**config.mk**
```make
export PLATFORM = sky130hd
export DESIGN_NAME = hps_reset_req_sequencer
export DESIGN_NICKNAME = d
export VERILOG_FILES = /design/src/rtl/hps_reset_req_sequencer.sv
export SDC_FILE = /design/constraint.sdc
export NUM_CORES = 1
export LEC_CHECK = 0
export CORE_ASPECT_RATIO = 1.25
export CORE_MARGIN = 2
export CORE_UTILIZATION = 55
export CTS_CLUSTER_SIZE = 16
export DETAILED_ROUTE_END_ITERATION = 16
export PLACE_DENSITY = 0.86
export SYNTH_ARGS = -nofsm -noshare
export SYNTH_HDL_FRONTEND = slang
export SYNTH_SLANG_ARGS = --single-unit
```
**constraint.sdc**
```tcl
create_clock -name sys_clk -period 2.7 [get_ports sys_clk]
set_input_delay 0.54 -clock sys_clk [delete_from_list [all_inputs] [get_ports sys_clk]]
set_output_delay 0.54 -clock sys_clk [all_outputs]
set_load 0.005 [all_outputs]
```
**src/rtl/hps_reset_req_sequencer.sv**
```systemverilog
// Sequences cold/warm/debug reset requests into one-at-a-time fixed-width pulses towards the HPS.
// Define HPS_RST_PB_DEBOUNCE_EN to add the debounced pushbutton (short press = warm, long = cold).
module hps_reset_req_sequencer #(
  parameter int unsigned PULSE_CYCLES     = 16,
  parameter int unsigned ACK_TIMEOUT      = 50000000,
  parameter int unsigned HOLDOFF_CYCLES   = 1024,
  parameter int unsigned DEBOUNCE_CYCLES  = 1000000,
  parameter int unsigned LONGPRESS_CYCLES = 150000000
) (
  input  logic       sys_clk,
  input  logic       sys_reset,
  input  logic [2:0] req_in,
  input  logic       user_pb_n,
  input  logic       h2f_reset_n,
  output logic [2:0] hps_reset_req,
  output logic       busy,
  output logic [1:0] active_kind,
  output logic       done,
  output logic       timeout_err
);

  typedef enum logic [2:0] {ST_IDLE, ST_ASSERT, ST_WAIT_LO, ST_WAIT_HI, ST_HOLDOFF} state_t;

  localparam logic [31:0] PULSE_LAST   = 32'(PULSE_CYCLES - 1);
  localparam logic [31:0] ACK_LAST     = 32'(ACK_TIMEOUT - 1);
  localparam logic [31:0] HOLDOFF_LAST = 32'(HOLDOFF_CYCLES - 1);

  state_t      state, state_n;
  logic [2:0]  req_q, pending, pb_set, req_set, grant_clr;
  logic [1:0]  kind, grant_kind;
  logic [31:0] cnt, to_cnt;
  logic        h2f_meta, h2f_sync, done_r, err_r, ack_timeout, take;

  always_ff @(posedge sys_clk or posedge sys_reset) begin
    if (sys_reset) begin
      h2f_meta <= 1'b1;
      h2f_sync <= 1'b1;
    end else begin
      h2f_meta <= h2f_reset_n;
      h2f_sync <= h2f_meta;
    end
  end

`ifdef HPS_RST_PB_DEBOUNCE_EN
  localparam logic [31:0] DEB_LAST  = 32'(DEBOUNCE_CYCLES - 1);
  localparam logic [31:0] LONG_LAST = 32'(LONGPRESS_CYCLES - 1);

  logic        pb_meta, pb_sync, pb_db, long_fired, pb_cold, pb_warm;
  logic [31:0] db_cnt, press_cnt;

  // pb_db is the debounced "pressed" level; a long press fires cold once and suppresses warm.
  always_ff @(posedge sys_clk or posedge sys_reset) begin
    if (sys_reset) begin
      pb_meta    <= 1'b1;
      pb_sync    <= 1'b1;
      pb_db      <= 1'b0;
      db_cnt     <= '0;
      press_cnt  <= '0;
      long_fired <= 1'b0;
      pb_cold    <= 1'b0;
      pb_warm    <= 1'b0;
    end else begin
      pb_meta <= user_pb_n;
      pb_sync <= pb_meta;
      pb_cold <= 1'b0;
      pb_warm <= 1'b0;
      if (~pb_sync != pb_db) begin
        if (db_cnt >= DEB_LAST) begin
          pb_db  <= ~pb_sync;
          db_cnt <= '0;
          if (pb_sync && !long_fired) pb_warm <= 1'b1;
        end else begin
          db_cnt <= db_cnt + 32'd1;
        end
      end else begin
        db_cnt <= '0;
      end
      if (pb_db) begin
        if (!long_fired) begin
          if (press_cnt >= LONG_LAST) begin
            pb_cold    <= 1'b1;
            long_fired <= 1'b1;
          end else begin
            press_cnt <= press_cnt + 32'd1;
          end
        end
      end else begin
        press_cnt  <= '0;
        long_fired <= 1'b0;
      end
    end
  end

  assign pb_set = {1'b0, pb_warm, pb_cold};
`else
  logic pb_unused;
  assign pb_unused = user_pb_n ^ (DEBOUNCE_CYCLES == 0) ^ (LONGPRESS_CYCLES == 0);
  assign pb_set    = 3'b000;
`endif

  assign req_set = (req_in & ~req_q) | pb_set;
  assign take    = (state == ST_IDLE) && (|pending);

  always_comb begin
    grant_kind = 2'd0;
    grant_clr  = 3'b000;
    if (pending[0]) begin
      grant_kind = 2'd1;
      grant_clr  = 3'b111;
    end else if (pending[1]) begin
      grant_kind = 2'd2;
      grant_clr  = 3'b010;
    end else if (pending[2]) begin
      grant_kind = 2'd3;
      grant_clr  = 3'b100;
    end
  end

  assign ack_timeout = (to_cnt >= ACK_LAST) &&
                       (((state == ST_WAIT_LO) && h2f_sync) || ((state == ST_WAIT_HI) && !h2f_sync));

  always_ff @(posedge sys_clk or posedge sys_reset) begin
    if (sys_reset) state <= ST_IDLE;
    else           state <= state_n;
  end

  always_comb begin
    state_n = state;
    case (state)
      ST_IDLE:    if (|pending) state_n = ST_ASSERT;
      ST_ASSERT:  if (cnt >= PULSE_LAST) state_n = ST_WAIT_LO;
      ST_WAIT_LO: if (!h2f_sync || ack_timeout) state_n = h2f_sync ? ST_HOLDOFF : ST_WAIT_HI;
      ST_WAIT_HI: if (h2f_sync || ack_timeout) state_n = ST_HOLDOFF;
      ST_HOLDOFF: if (cnt >= HOLDOFF_LAST) state_n = ST_IDLE;
      default:    state_n = ST_IDLE;
    endcase
  end

  // A new set wins over a same-cycle grant clear so that request is not lost.
  always_ff @(posedge sys_clk or posedge sys_reset) begin
    if (sys_reset) begin
      req_q   <= '0;
      pending <= '0;
      kind    <= 2'd0;
      cnt     <= '0;
      to_cnt  <= '0;
      done_r  <= 1'b0;
      err_r   <= 1'b0;
    end else begin
      req_q   <= req_in;
      pending <= (pending & ~(take ? grant_clr : 3'b000)) | req_set;
      if (take) kind <= grant_kind;
      cnt     <= (state != state_n) ? '0 : ((cnt == '1) ? cnt : cnt + 32'd1);
      if (state_n == ST_WAIT_LO && state != ST_WAIT_LO) to_cnt <= '0;
      else if (state == ST_WAIT_LO || state == ST_WAIT_HI) to_cnt <= (to_cnt == '1) ? to_cnt : to_cnt + 32'd1;
      else to_cnt <= '0;
      done_r  <= (state == ST_WAIT_HI) && h2f_sync;
      err_r   <= err_r | ack_timeout;
    end
  end

  always_comb begin
    hps_reset_req = 3'b000;
    if (state == ST_ASSERT) begin
      case (kind)
        2'd1:    hps_reset_req = 3'b001;
        2'd2:    hps_reset_req = 3'b010;
        2'd3:    hps_reset_req = 3'b100;
        default: hps_reset_req = 3'b000;
      endcase
    end
    busy        = (state != ST_IDLE);
    active_kind = busy ? kind : 2'd0;
    done        = done_r;
    timeout_err = err_r;
  end

endmodule

```
* Word-level counts from Yosys, hierarchy flattened *
Cells that the tools add are included.

word-level totals
  flip-flop bits (word level) = 79
  input bits = 7
  output and inout port bits = 8
  word-level logic and storage cells = 71

cells by class
  add/sub/neg operators = 2
  magnitude comparators = 3
  equality and inequality tests = 14
  multiplexer cells = 22
  bitwise operators = 6
  reductions and logical operators = 14

operators with widths
  operator                                                                               count
  32-bit two-way mux                                                                     5
  32-bit by 1-bit adder with 32-bit output, second input constant                        2
  32-bit == test, second input constant                                                  2
  3-bit two-way mux                                                                      11
  32-bit by 10-bit greater-or-equal comparator with 1-bit output, second input constant  1
  32-bit by 26-bit greater-or-equal comparator with 1-bit output, second input constant  1
  32-bit by 4-bit greater-or-equal comparator with 1-bit output, second input constant   1
  3-bit case mux with 5 select lines                                                     1
  3-bit by 2-bit == test with 1-bit output, second input constant                        3
  3-bit case mux with 3 select lines                                                     1
  2-bit two-way mux                                                                      4
  3-bit bitwise AND                                                                      2
  1-bit logical AND                                                                      6
  3-bit NOT                                                                              2
  2-bit == test, second input constant                                                   2
  1-bit logical OR                                                                       4
  3-bit by 1-bit == test with 1-bit output, second input constant                        1
  3-bit == test, second input constant                                                   1
  3-bit zero test                                                                        1
  3-bit by 2-bit inequality test with 1-bit output, second input constant                1
  3-bit inequality test                                                                  1
  3-bit inequality test, second input constant                                           1
  3-bit bitwise OR                                                                       1
  3-bit nonzero test                                                                     1
  other kinds (5)                                                                        5

* Depth between registers and ports, before layout *
  depth in word-level cells = 10
  gate-level depth with buffers = 8
  mapped depth without buffers = 7

* Worst setup path after synthesis *
Ideal clock, no wire load.

  path kind = reg2reg
  start point = reg to_cnt[0]
  end point = reg cnt[11]
  setup time = 0.119 ns
  arrival time = 2.023 ns
  data required time = 2.581 ns
  path slack = 0.558 ns
  cell stages (with the launch flop) = 9
  path buffers = 1
  clock period less this slack = 2.142 ns
  path through = dfrtp_1 > ha_1 > nand3_1 > o211a_1 > o311a_1 > o211a_1 > a211oi_4 > buf_6 > nor2_2

between the ends
  cells in the longest elaborated chain, start to end = 7
  elaborated cells between the ends (all ways) = 10
  those cells by class = order compare (1); eq/ne (2); mux (4); reduce/logical (3)

ends and longest elaborated chain
  what                                                                   line      source
  from (decl)                                                            31        logic [31:0] cnt, to_cnt;
  from (signal assigned)                                                 155       else if (state == ST_WAIT_LO || state == ST_WAIT_HI) to_cnt <= (to_cnt == '1) ? to_cnt : to_cnt + 32'd1;
  32-bit by 26-bit greater-or-equal comparator with 1-bit output (*)     119       assign ack_timeout = (to_cnt >= ACK_LAST) &&
  1-bit logical AND (*)                                                  119
  1-bit logical OR, on equally long branches                             133, 132
  3-bit two-way mux, on equally long branches                            133, 132
  3-bit case mux with 5 select lines (*)                                 129       case (state)
  3-bit inequality test (*)                                              153       cnt <= (state != state_n) ? '0 : ((cnt == '1) ? cnt : cnt + 32'd1);
  2-bit inequality test (no line) or 32-bit two-way mux (tied branches)  n/a
  to (signal assigned)                                                   153
  to (decl)                                                              31

Mark *: on every way between the ends. The rest lies on a longest branch, timed or not.
A chain may end at the register's enable or synchronous reset.

* Worst setup path in the final report *
  start point = reg state[1]
  end point = out active_kind[0]

between the ends
  cells in the longest elaborated chain, start to end = 2

ends and longest elaborated chain
  what                    line  source
  from (decl)             28    state_t state, state_n;
  from (signal assigned)  124   else state <= state_n;
  3-bit nonzero test      172   busy = (state != ST_IDLE);
  2-bit two-way mux       173   active_kind = busy ? kind : 2'd0;
  to (decl)               17    output logic [1:0] active_kind,

Every way passes these cells.

==> results.json <==
{
  "outcome": "completed",
  "setup.worst_path.class": "register to output port",
  "synth_area_leaders": "dfrtp_1 (45%), xor2_1 (6.2%), xnor2_1 (5.4%)",
  "r2r_setup_slack_ns": 0.27,
  "rsz0062_at_grt": "no",
  "critPathCapture": "active_kind[0]",
  "num_antenna_cells": 0,
  "synth_edf_count": 0,
  "io_pins": 15,
  "multi_input_area_um2": 2150,
  "placedCellCount": 541,
  "p_sw_share_pct": 32.2,
  "period_needed_ns": 2.54,
  "critPathLaunch": "state[1]",
  "die_width_um": 82.7,
  "grt_max_degree": 38,
  "async_flop_share_pct": 100,
  "worstHoldPathType": "register to register",
  "wirelength_um": 8660,
  "powerDensity_nw_per_um2": 691,
  "syn-cell-area_um2": 4260,
  "wl_per_cell_um": 15.6,
  "worstPathRequired_ns": 2.16,
  "viasPerCell": 5.97,
  "hold_viol_final": 0,
  "slew_headroom_pct": 30.1,
  "cp_num_buf_inv": 2,
  "worstPathMaxFanout": 12,
  "drt-pass1-iter-count": 5,
  "rows": 35,
  "fillers": 562,
  "crit-reg2reg-launch": "to_cnt[0]",
  "finalSetupViolCount": 0,
  "drv_cap": 0,
  "gp_congestion": 0.831,
  "cts-root-buf": "clkbuf_8",
  "layout_common_cells": "dfrtp_1 (77), nor2_1 (48), nand3_1 (30), nor2_2 (30), xor2_1 (30)",
  "antenna_found_initial": 0,
  "crit_path_start_kind": "register",
  "fmax_mhz": 394,
  "die_area_um2": 8460,
  "sequentialPowerShare_pct": 42.3,
  "cts_tree": "yes",
  "route.vias.total": 3328,
  "synth_cells": 443,
  "layout.cells.non_filler": 557,
  "synth_top_area_share_pct": 45.3,
  "htreeDepth": 3,
  "clock_latency_ns": 0.36,
  "drive_above_1_share_pct": 15.3,
  "clk_pin_slew_ns": 0.08,
  "worstPathArrival_ns": 2.00,
  "first_iter_violations": 289,
  "pwr-share-clk_pct": 32.2,
  "leakagePower_nw": 1.89,
  "portBuffers": 13,
  "worstSetupPathDepth": 4,
  "reg2reg_depth": 8,
  "area_growth_pct": 11.6,
  "power_frac_comb_pct": 25.5,
  "path_cells": "nor3_2 > inv_1 > and2_1 > clkdlybuf4s50_1",
  "syn_area_per_cell_um2": 9.61,
  "crit_family": "buffers and inverters",
  "final_common_cell": "dfrtp_1",
  "post-route-period-util_pct": 94.0,
  "drc": 0,
  "grt_pass1_wl_um": 14600,
  "tightestPinTransition_ns": 1.05,
  "grtUsageTotal_pct": 22.3,
  "skew_ns": 0.0118,
  "slowest_delay_ns": 0.52,
  "syn_nets": 452,
  "critPathCaptureType": "output port",
  "overflow": 0,
  "seq_area_um2": 1980,
  "tns_ns": 0,
  "seq_area_frac_synth_pct": 46.5,
  "dpl-instance-area_um2": 4510,
  "ys_warn_count": 0,
  "vdd_drop_max_uv": 569,
  "grt_pass1_vias": 3265,
  "critPathSlowestCell": "dfrtp_1",
  "ys.flop_type": "dfrtp_1",
  "ys_ff_latch": 79,
  "die_h_um": 102,
  "regToRegEndpoint": "to_cnt[29]",
  "num-nets-final": 469,
  "p_int_mw": 2.23,
  "ys_types": 53,
  "netSwitchingPower_mw": 1.05,
  "cts_buffer_depth": 2,
  "initial_utilization_pct": 57.2,
  "numClockSinks": 79,
  "core-area_um2": 7440,
  "yosys.area.top_type": "dfrtp_1",
  "numCtsBuffers": 9,
  "stdcell_area_um2": 4750,
  "finalMaxSlewViolations": 0,
  "ant_nets": 0,
  "place_hpwl_um": 6030
}
-- logic make-up (layout without fill, tap and decap cells) --
family,after synthesis,count (layout),synth area share [%]
DFF,79,79,46.5
xor gates and xnor gates,56,56,11.5
muxes,1,1,0.235
buffers and inverters,28,50,3.09
and+or+nand+nor,236,236,31.0
adders and majority gates,3,3,0.823
AOI/OAI and AO/OA,40,40,6.79
-- stage by stage --
step           hold WS (ns)  power (mW)  worst slack, ns  utilization, %
3_3_place_gp          0.347        2.21            0.378            60.6
3_5_place_dp          0.352        2.24            0.287            60.6
5_1_grt               0.365        3.44           0.0177            63.8
4_1_cts               0.363        3.29           0.0393            63.7
2_1_floorplan         0.345        2.02            0.140               -
6_report              0.362        3.28            0.162            63.8
-- sequential cells by signal, indices dropped and copies added (netlist names) --
register,count
req_q,3
kind,2
timeout_err,1
to_cnt,32
h2f_sync,1
cnt,32
state,3
pending,3
h2f_meta,1
done,1
-- layout make-up --
cell class / instances / area share, %
tap: 92 / 2.42
clock buffer: 10 / 2.69
inverter: 12 / 0.975
timing repair buffer: 22 / 4.69
multi-input combinational: 336 / 45.3
sequential: 79 / 41.7
clock inverter: 6 / 2.29
-- synthesized netlist by cell type, types with 2 or more instances --
cell	n
o211a_1	2
a311oi_1	2
o2111ai_1	2
xor2_1	30
inv_1	12
and2_1	6
ha_1	2
nor4_1	12
clkbuf_1	10
a211oi_1	3
and4_1	9
nor3b_1	2
a21o_1	2
nor2_2	30
nor2b_1	4
a31oi_1	2
nand2_1	26
nor3_1	14
dfstp_2	2
buf_6	3
a21oi_1	9
nor4_2	3
dfrtp_1	77
or2_2	2
nand4_1	20
and3_1	12
nor4b_1	2
or3_1	5
o21ai_0	11
xnor2_1	26
buf_2	3
nand3_1	30
nor2_1	48
-- power by group through the flow --
stage | sequential, mW | combinational (mW) | clock, mW
global route | 1.40 | 0.924 | 1.11
finish | 1.39 | 0.835 | 1.06
CTS | 1.39 | 0.844 | 1.06
detailed placement | 1.41 | 0.837 | 0
floorplan | 1.36 | 0.662 | 0
global placement | 1.40 | 0.808 | 0
-- layer usage --
layer	vias up	wire length, um	share of wire (%)	track usage, %
met4	0	229	2.6	10.1
met1	1642	3740	43	25.9
met3	19	192	2.2	3.45
met2	70	4500	52	39.8
met5	-	0	0	0
li1	1597	-	-	-
-- worst min path at each step --
| stage | from | endpoint | slack, ns | depth (start not counted) |
|---|---|---|---|---|
| 2_1_floorplan | h2f_meta | h2f_sync | 0.35 | 0 |
| 3_3_place_gp | h2f_meta | h2f_sync | 0.35 | 0 |
| 3_5_place_dp | h2f_meta | h2f_sync | 0.35 | 0 |
| 4_1_cts | h2f_meta | h2f_sync | 0.36 | 0 |
| 5_1_grt | h2f_meta | h2f_sync | 0.37 | 0 |
| 6_report | h2f_meta | h2f_sync | 0.36 | 0 |
-- repair_timing --
item | CTS | global route
endpoints found under the setup margin | 0 | 2
gates resized for setup | 0 | 1
buffers inserted | 0 | 0
hold buffers | 0 | 0
-- worst reg2reg max path, delay by kind of cell (launching register included) --
| kind | cells | cell delay (ns) |
|---|---|---|
| flip-flops | 1 | 0.39 |
| adder cells (fa/ha/maj) | 1 | 0.24 |
| AO/OA/AOI/OAI | 1 | 0.06 |
| AND/OR/NAND/NOR | 5 | 1.29 |
| buffers and inverters | 1 | 0.28 |
No activity file was read; power rests on OpenSTA's default activity.
